File: src/rtl/serial_tx.sv
// serial_tx: 8N1 UART transmitter, LSB first; optional even-parity bit when SERIAL_TX_PARITY_EN is defined.
// Latency: line goes low on the accept edge; each bit lasts delay cycles; a frame is 10*delay (11*delay with parity) cycles.
// Backpressure: ready is high only in IDLE; dataValid while busy is dropped, not queued.
module serial_tx #(
    parameter int counterBits = 2,
    parameter int delay       = 3
) (
    input  logic       clk,
    input  logic       resetN,
    input  logic [7:0] data,
    input  logic       dataValid,
    output logic       ready,
    output logic       serialOut
);

    localparam logic [counterBits-1:0] RELOAD = counterBits'(delay - 1);

`ifdef SERIAL_TX_PARITY_EN
    typedef enum logic [2:0] {
        IDLE   = 3'd0,
        START  = 3'd1,
        DATA   = 3'd2,
        PARITY = 3'd3,
        STOP   = 3'd4
    } state_t;
`else
    typedef enum logic [1:0] {
        IDLE  = 2'd0,
        START = 2'd1,
        DATA  = 2'd2,
        STOP  = 2'd3
    } state_t;
`endif

    state_t                 state, state_nxt;
    logic [7:0]             shift, shift_nxt;
    logic [counterBits-1:0] cnt, cnt_nxt;
    logic [2:0]             idx, idx_nxt;
    logic                   line_nxt;
    logic                   ready_nxt;
    logic                   bit_end;
`ifdef SERIAL_TX_PARITY_EN
    logic                   par, par_nxt;
`endif

    always_ff @(posedge clk or negedge resetN) begin
        if (!resetN) begin
            state     <= IDLE;
            shift     <= '0;
            cnt       <= '0;
            idx       <= '0;
            serialOut <= 1'b1;
            ready     <= 1'b1;
`ifdef SERIAL_TX_PARITY_EN
            par       <= 1'b0;
`endif
        end else begin
            state     <= state_nxt;
            shift     <= shift_nxt;
            cnt       <= cnt_nxt;
            idx       <= idx_nxt;
            serialOut <= line_nxt;
            ready     <= ready_nxt;
`ifdef SERIAL_TX_PARITY_EN
            par       <= par_nxt;
`endif
        end
    end

    assign bit_end = (cnt == '0);

    always_comb begin
        state_nxt = state;
        shift_nxt = shift;
        cnt_nxt   = cnt;
        idx_nxt   = idx;
`ifdef SERIAL_TX_PARITY_EN
        par_nxt   = par;
`endif
        case (state)
            IDLE: begin
                if (dataValid) begin
                    shift_nxt = data;
                    cnt_nxt   = RELOAD;
                    idx_nxt   = '0;
                    state_nxt = START;
`ifdef SERIAL_TX_PARITY_EN
                    par_nxt   = ^data;
`endif
                end
            end
            START: begin
                if (bit_end) begin
                    cnt_nxt   = RELOAD;
                    state_nxt = DATA;
                end else begin
                    cnt_nxt = cnt - 1'b1;
                end
            end
            DATA: begin
                if (bit_end) begin
                    cnt_nxt   = RELOAD;
                    shift_nxt = shift >> 1;
                    if (idx == 3'd7) begin
`ifdef SERIAL_TX_PARITY_EN
                        state_nxt = PARITY;
`else
                        state_nxt = STOP;
`endif
                    end else begin
                        idx_nxt = idx + 1'b1;
                    end
                end else begin
                    cnt_nxt = cnt - 1'b1;
                end
            end
`ifdef SERIAL_TX_PARITY_EN
            PARITY: begin
                if (bit_end) begin
                    cnt_nxt   = RELOAD;
                    state_nxt = STOP;
                end else begin
                    cnt_nxt = cnt - 1'b1;
                end
            end
`endif
            STOP: begin
                if (bit_end) begin
                    state_nxt = IDLE;
                end else begin
                    cnt_nxt = cnt - 1'b1;
                end
            end
            default: state_nxt = IDLE;
        endcase
    end

    // Outputs are registered from the next state so the line changes on the same edge as the state.
    always_comb begin
        line_nxt  = 1'b1;
        ready_nxt = 1'b0;
        case (state_nxt)
            IDLE:  ready_nxt = 1'b1;
            START: line_nxt  = 1'b0;
            DATA:  line_nxt  = shift_nxt[0];
`ifdef SERIAL_TX_PARITY_EN
            PARITY: line_nxt = par_nxt;
`endif
            STOP:  line_nxt  = 1'b1;
            default: begin
                line_nxt  = 1'b1;
                ready_nxt = 1'b1;
            end
        endcase
    end

endmodule

File: config.mk
export PLATFORM = sky130hd
export DESIGN_NAME = serial_tx
export DESIGN_NICKNAME = d
export VERILOG_FILES = /design/src/rtl/serial_tx.sv
export SDC_FILE = /design/constraint.sdc
export NUM_CORES = 1
export LEC_CHECK = 0
export CAP_MARGIN = 40
export CORE_AREA = 2 2 45 47
export DETAILED_ROUTE_END_ITERATION = 7
export DIE_AREA = 0 0 47 49
export PLACE_DENSITY = 0.77
export SYNTH_ARGS = -nofsm -noshare
export SYNTH_HDL_FRONTEND = slang
export SYNTH_SLANG_ARGS = --single-unit
export TNS_END_PERCENT = 50
File: constraint.sdc
create_clock -name clk -period 3.4 [get_ports clk]
set_input_delay 0.85 -clock clk [delete_from_list [all_inputs] [get_ports clk]]
set_output_delay 0.85 -clock clk [all_outputs]
set_load 0.03 [all_outputs]
# == After elaboration in Yosys (flattened, before gate mapping) ==
# Cells that the tools add are included.
# classes
muxes,19
n_eq_ne,10
order_cmp,0
shifts,0
bitwise,0
reduce_logical,8
n_addsub,2
n_mul,0
n_div,0
# ops
operator,n
$mux 2,8
$mux 8,2
$pmux 8 s2,1
$mux 3,3
$ne 2x2->1 const B,4
$pmux 2 s4,1
$eq 2x2->1 const B,3
$logic_not 2->1,3
$pmux 2 s3,1
$pmux 3 s2,1
$eq 2x1->1 const B,2
$reduce_and 4->1,1
$add 3x1->3 const B,1
$eq 3x3->1 const B,1
$reduce_and 3->1,1
$pmux 1 s2,1
$reduce_and 2->1,1
$reduce_bool 2->1,1
$reduce_or 2->1,1
$sub 2x1->2 const B,1
$mux 1,1
# word_totals
elab_cells,46
mem_bits_rw,0
output_inout_bits,2
mem_bits_ro,0
latch_bits,0
memories,0
inputBits,11
reg_bits,17

# == Longest topological paths before layout ==
# logic_depth
depth_word,6
ltp_mapped,7
mapped_depth_nobuf,6

# == Worst setup path before layout ==
# OpenSTA, ideal clock, no wires.
# synth_path
path_kind,input to register
start,input port dataValid
end,register serialOut
path_buffers,1
setup_time_ns,0.082
t_required_ns,3.318
stages,5
t_arrival_ns,1.826
slack_ns,1.492
path_cell_list,and2_4 > buf_6 > a22o_1 > a221o_1 > mux2_2
# synth_via
elab_chain_len,4
elab_cells_between_ends,7
cone_classes,2 x eq/ne; 5 x mux
# synth_rtl
item,line,source
start: declaration,11,"input logic dataValid,"
$mux 2,82,if (dataValid) begin
$pmux 2 s4,80,case (state)
$eq 2x2->1 / $eq 2x1->1 (equally long branches),142,case (state_nxt)
$pmux 1 s2 *,142,
net line_nxt,39,logic line_nxt;
end signal: assignment,62,serialOut <= line_nxt;
end: declaration,13,output logic serialOut
# Mark *: on every way through the listed nets, which the timed path passes. The rest lies on a longest branch. The select of a mux whose other input is x is not followed.
# A chain may end at the register's enable or synchronous reset.

# == Worst setup path in the final report ==
# Same ends and word-level chain as after synthesis.

==> metrics.txt <==
peak supply drop=0.503 mV; DR WL/cell=13.2 um; Mean Syn Cell Area=~10 um2; Yosys cell types=32; number of global-route vias before repair=721; fin worst setup slack=about 1.1 ns; total power=0.000928 W; type of origin of the critical path=input pin; status=completed; core footprint=approximately 1800 um2; final hold violation count=0; HP Class=flop to flop; Syn Nets=114; Peak Freq=~430 MHz; Final Cycle Share=about 70%; Slew Viols, Final=0; Area Overhead vs Synth=15.7%; share of layout cells above drive strength 1=11.2%; Worst Setup End Kind=flop; Power Density=841 nW/um2; endpoints failing setup=0; via count=around 710; Post-CTS Setup Bufs=0; buffers added on ports=12; CTS Hold Bufs=0; Starting DRT DRC Count=8; largest family of logic cells by synthesized area=compound AO/OA/AOI/OAI gates; routability congestion estimate from global placement=between 0.8 and 0.9; post-CTS sizing=0; nets@finish=~130; Max-Cap Viols=0; Clock Sinks=17; clock latency at the later pin of the worst-skew pair=about 0.28 ns; Worst-Margin Slew=just over 0.7 ns; Compound-Gate Fraction of Synth Area=between 10% and 20%; first-pass GRT wire length=~3.1 mm; Tmin final=2.34 ns; dpl hpwl=1.34 mm; # DRC=0; top-area cell type share of the netlist area=39.4%; DRT Pass-1 Iters=4; Total GRT Usage=between 10% and 20%; Die Y=49 um; slowest CP cell=clkdlybuf4s50_1; GR Overflow Total=0; pre-CTS worst setup slack=0.759 ns; CP peak stage delay=~0.50 ns; required time of the worst setup path=around 3.6 ns; post-synthesis sequential area ratio=between 40% and 50%; setup TNS=0 ns; clk slew on worst S/H paths=0.10 ns; row count=16; RSZ-0062 raised after global routing=false; post-synthesis cell count=95; Max Fanout on Critical Path=15; DR vias/cell=between 5 and 6; Die ar.=2300 um2; TritonCTS clock tree=built; CTS max path bufs=2; max_slew headroom=52.4%; n_diodes=0; DP Cell Count=130; Worst EP arrival=~2.6 ns; Seq cells post-synth=17; Detailed Route WL=approximately 1.8 mm; XOR/XNOR share of the synthesized area=0%; adder-cell share of the synthesized area=10.5%; Synth Cell Area=953 um2; top post-synthesis cells by area=dfrtp_1, ha_1, nor2_1; buffer and inverter count on the worst path=1; initial core utilization=between 50% and 60%; Cell Chain, Critical Path=clkdlybuf4s50_1 -> or2b_1 -> nand3b_1 -> a221o_1 -> mux2_2; CTS Buf Count=3; initial antenna violation count=0; post-route ant nets=0; I/O Pins=13; delay-heaviest family, CP=simple AND/OR/NAND/NOR gates; Cell Count, Final, Fillers Out=134; simple-gate share of the synthesized area=18.1%; Ys Warns=0; Setup Skew=about 0.0024 ns; Die X=47 um; static leakage=approximately 0.52 nW; post-synthesis mux area share=under 10%; H-tree level count=1; Fillers=about 160; CP Class=input pin to flop; Root Buffer=clkbuf_4; cell taking the most area after synthesis=dfrtp_1; largest net degree at the start of global routing=18
[tightest hold or removal path: stages, from the launching register on]
cell	delay, ns
dfrtp_1	0.36
nand2_1	0.05
nand2_1	0.05
[layer usage]
metal / vias to the layer above / global-route usage, % / part of all wire, %
met2: 13 / 30.4 / 52
li1: 358 / - / -
met3: 2 / 3.70 / 3.4
met5: - / 0 / 0
met4: 0 / 4.17 / 0.68
met1: 340 / 24.5 / 44
[path summary, 6_finish.rpt]
check                                      from                    to  slack (ns)  cells after the start
max in group asynchronous                resetN    shift[0]$_DFF_PN0_        1.97                      1
setup reg to reg             state[0]$_DFF_PN0_   serialOut$_DFF_PN1_        1.27                      6
min in group asynchronous                resetN    idx[1]$_DFFE_PN0P_        0.98                      1
hold reg to reg            shift[7]$_DFFE_PN0P_  shift[7]$_DFFE_PN0P_        0.48                      2
setup / recovery                      dataValid   serialOut$_DFF_PN1_        1.06                      5
hold / removal             shift[7]$_DFFE_PN0P_  shift[7]$_DFFE_PN0P_        0.48                      2
[synthesized netlist by cell type (all sizes together)]
master / n
dfrtp: 15
nor2: 15
nand2: 9
ha: 8
a221oi: 6
inv: 6
a22o: 5
o21ai: 4
buf: 3
and2: 2
dfstp: 2
nand2b: 2
or2b: 2
a21oi: 1
a221o: 1
a2bb2oi: 1
a32o: 1
a32oi: 1
and3: 1
and3b: 1
clkbuf: 1
mux2: 1
nand3: 1
nand3b: 1
nor2b: 1
o21bai: 1
o221ai: 1
o31a: 1
or2: 1
[report_power, final]
part	internal, W	switching, W
registers	0.000300	0.0000535
clock network	0.0000436	0.0000638
logic	0.000203	0.000264
[cells in the final DEF, fill, tap and decap left out, types with 2 or more instances in the layout]
cell,count
nor2_1,15
dfrtp_1,15
clkdlybuf4s50_1,12
nand2_1,9
ha_1,8
inv_1,6
a221oi_1,6
o21ai_0,4
a22o_2,3
clkbuf_4,3
or2b_1,2
a22o_1,2
nand2b_1,2
dfstp_2,2
[sequential cells by signal (all words and copies together), names as in the netlist]
register and flops:
ready 1, idx 3, serialOut 1, shift 8, cnt 2, state 2
[cells by family (layout without fill, tap and decap cells)]
family | count (synthesis) | after routing
AOI/OAI and AO/OA | 23 | 23
adders and majority gates | 8 | 8
buffers and inverters | 10 | 22
DFF | 17 | 17
muxes | 1 | 1
and+or+nand+nor | 36 | 36
[final cells by class]
class                           count  area (um2)  share of cell area (%)
Inverter                            6        22.5                    2.04
Tap cell                           27        33.8                    3.06
Clock buffer                        3        22.5                    2.04
Clock inverter                      1        5.00                   0.454
Multi-Input combinational cell     68         472                    42.7
Sequential cell                    17         428                    38.8
Timing Repair Buffer               12         120                    10.9
[through the flow]
step | hold WS, ns | instance area (um2) | util (%)
after floorplan | 0.440 | 953 | -
after global placement | 0.457 | 1080 | 58.4
after detailed placement | 0.459 | 1080 | 58.4
after CTS | 0.482 | 1100 | 59.9
after global routing | 0.518 | 1100 | 59.9
final | 0.480 | 1100 | 59.9
No activity file was read; power rests on OpenSTA's default activity.
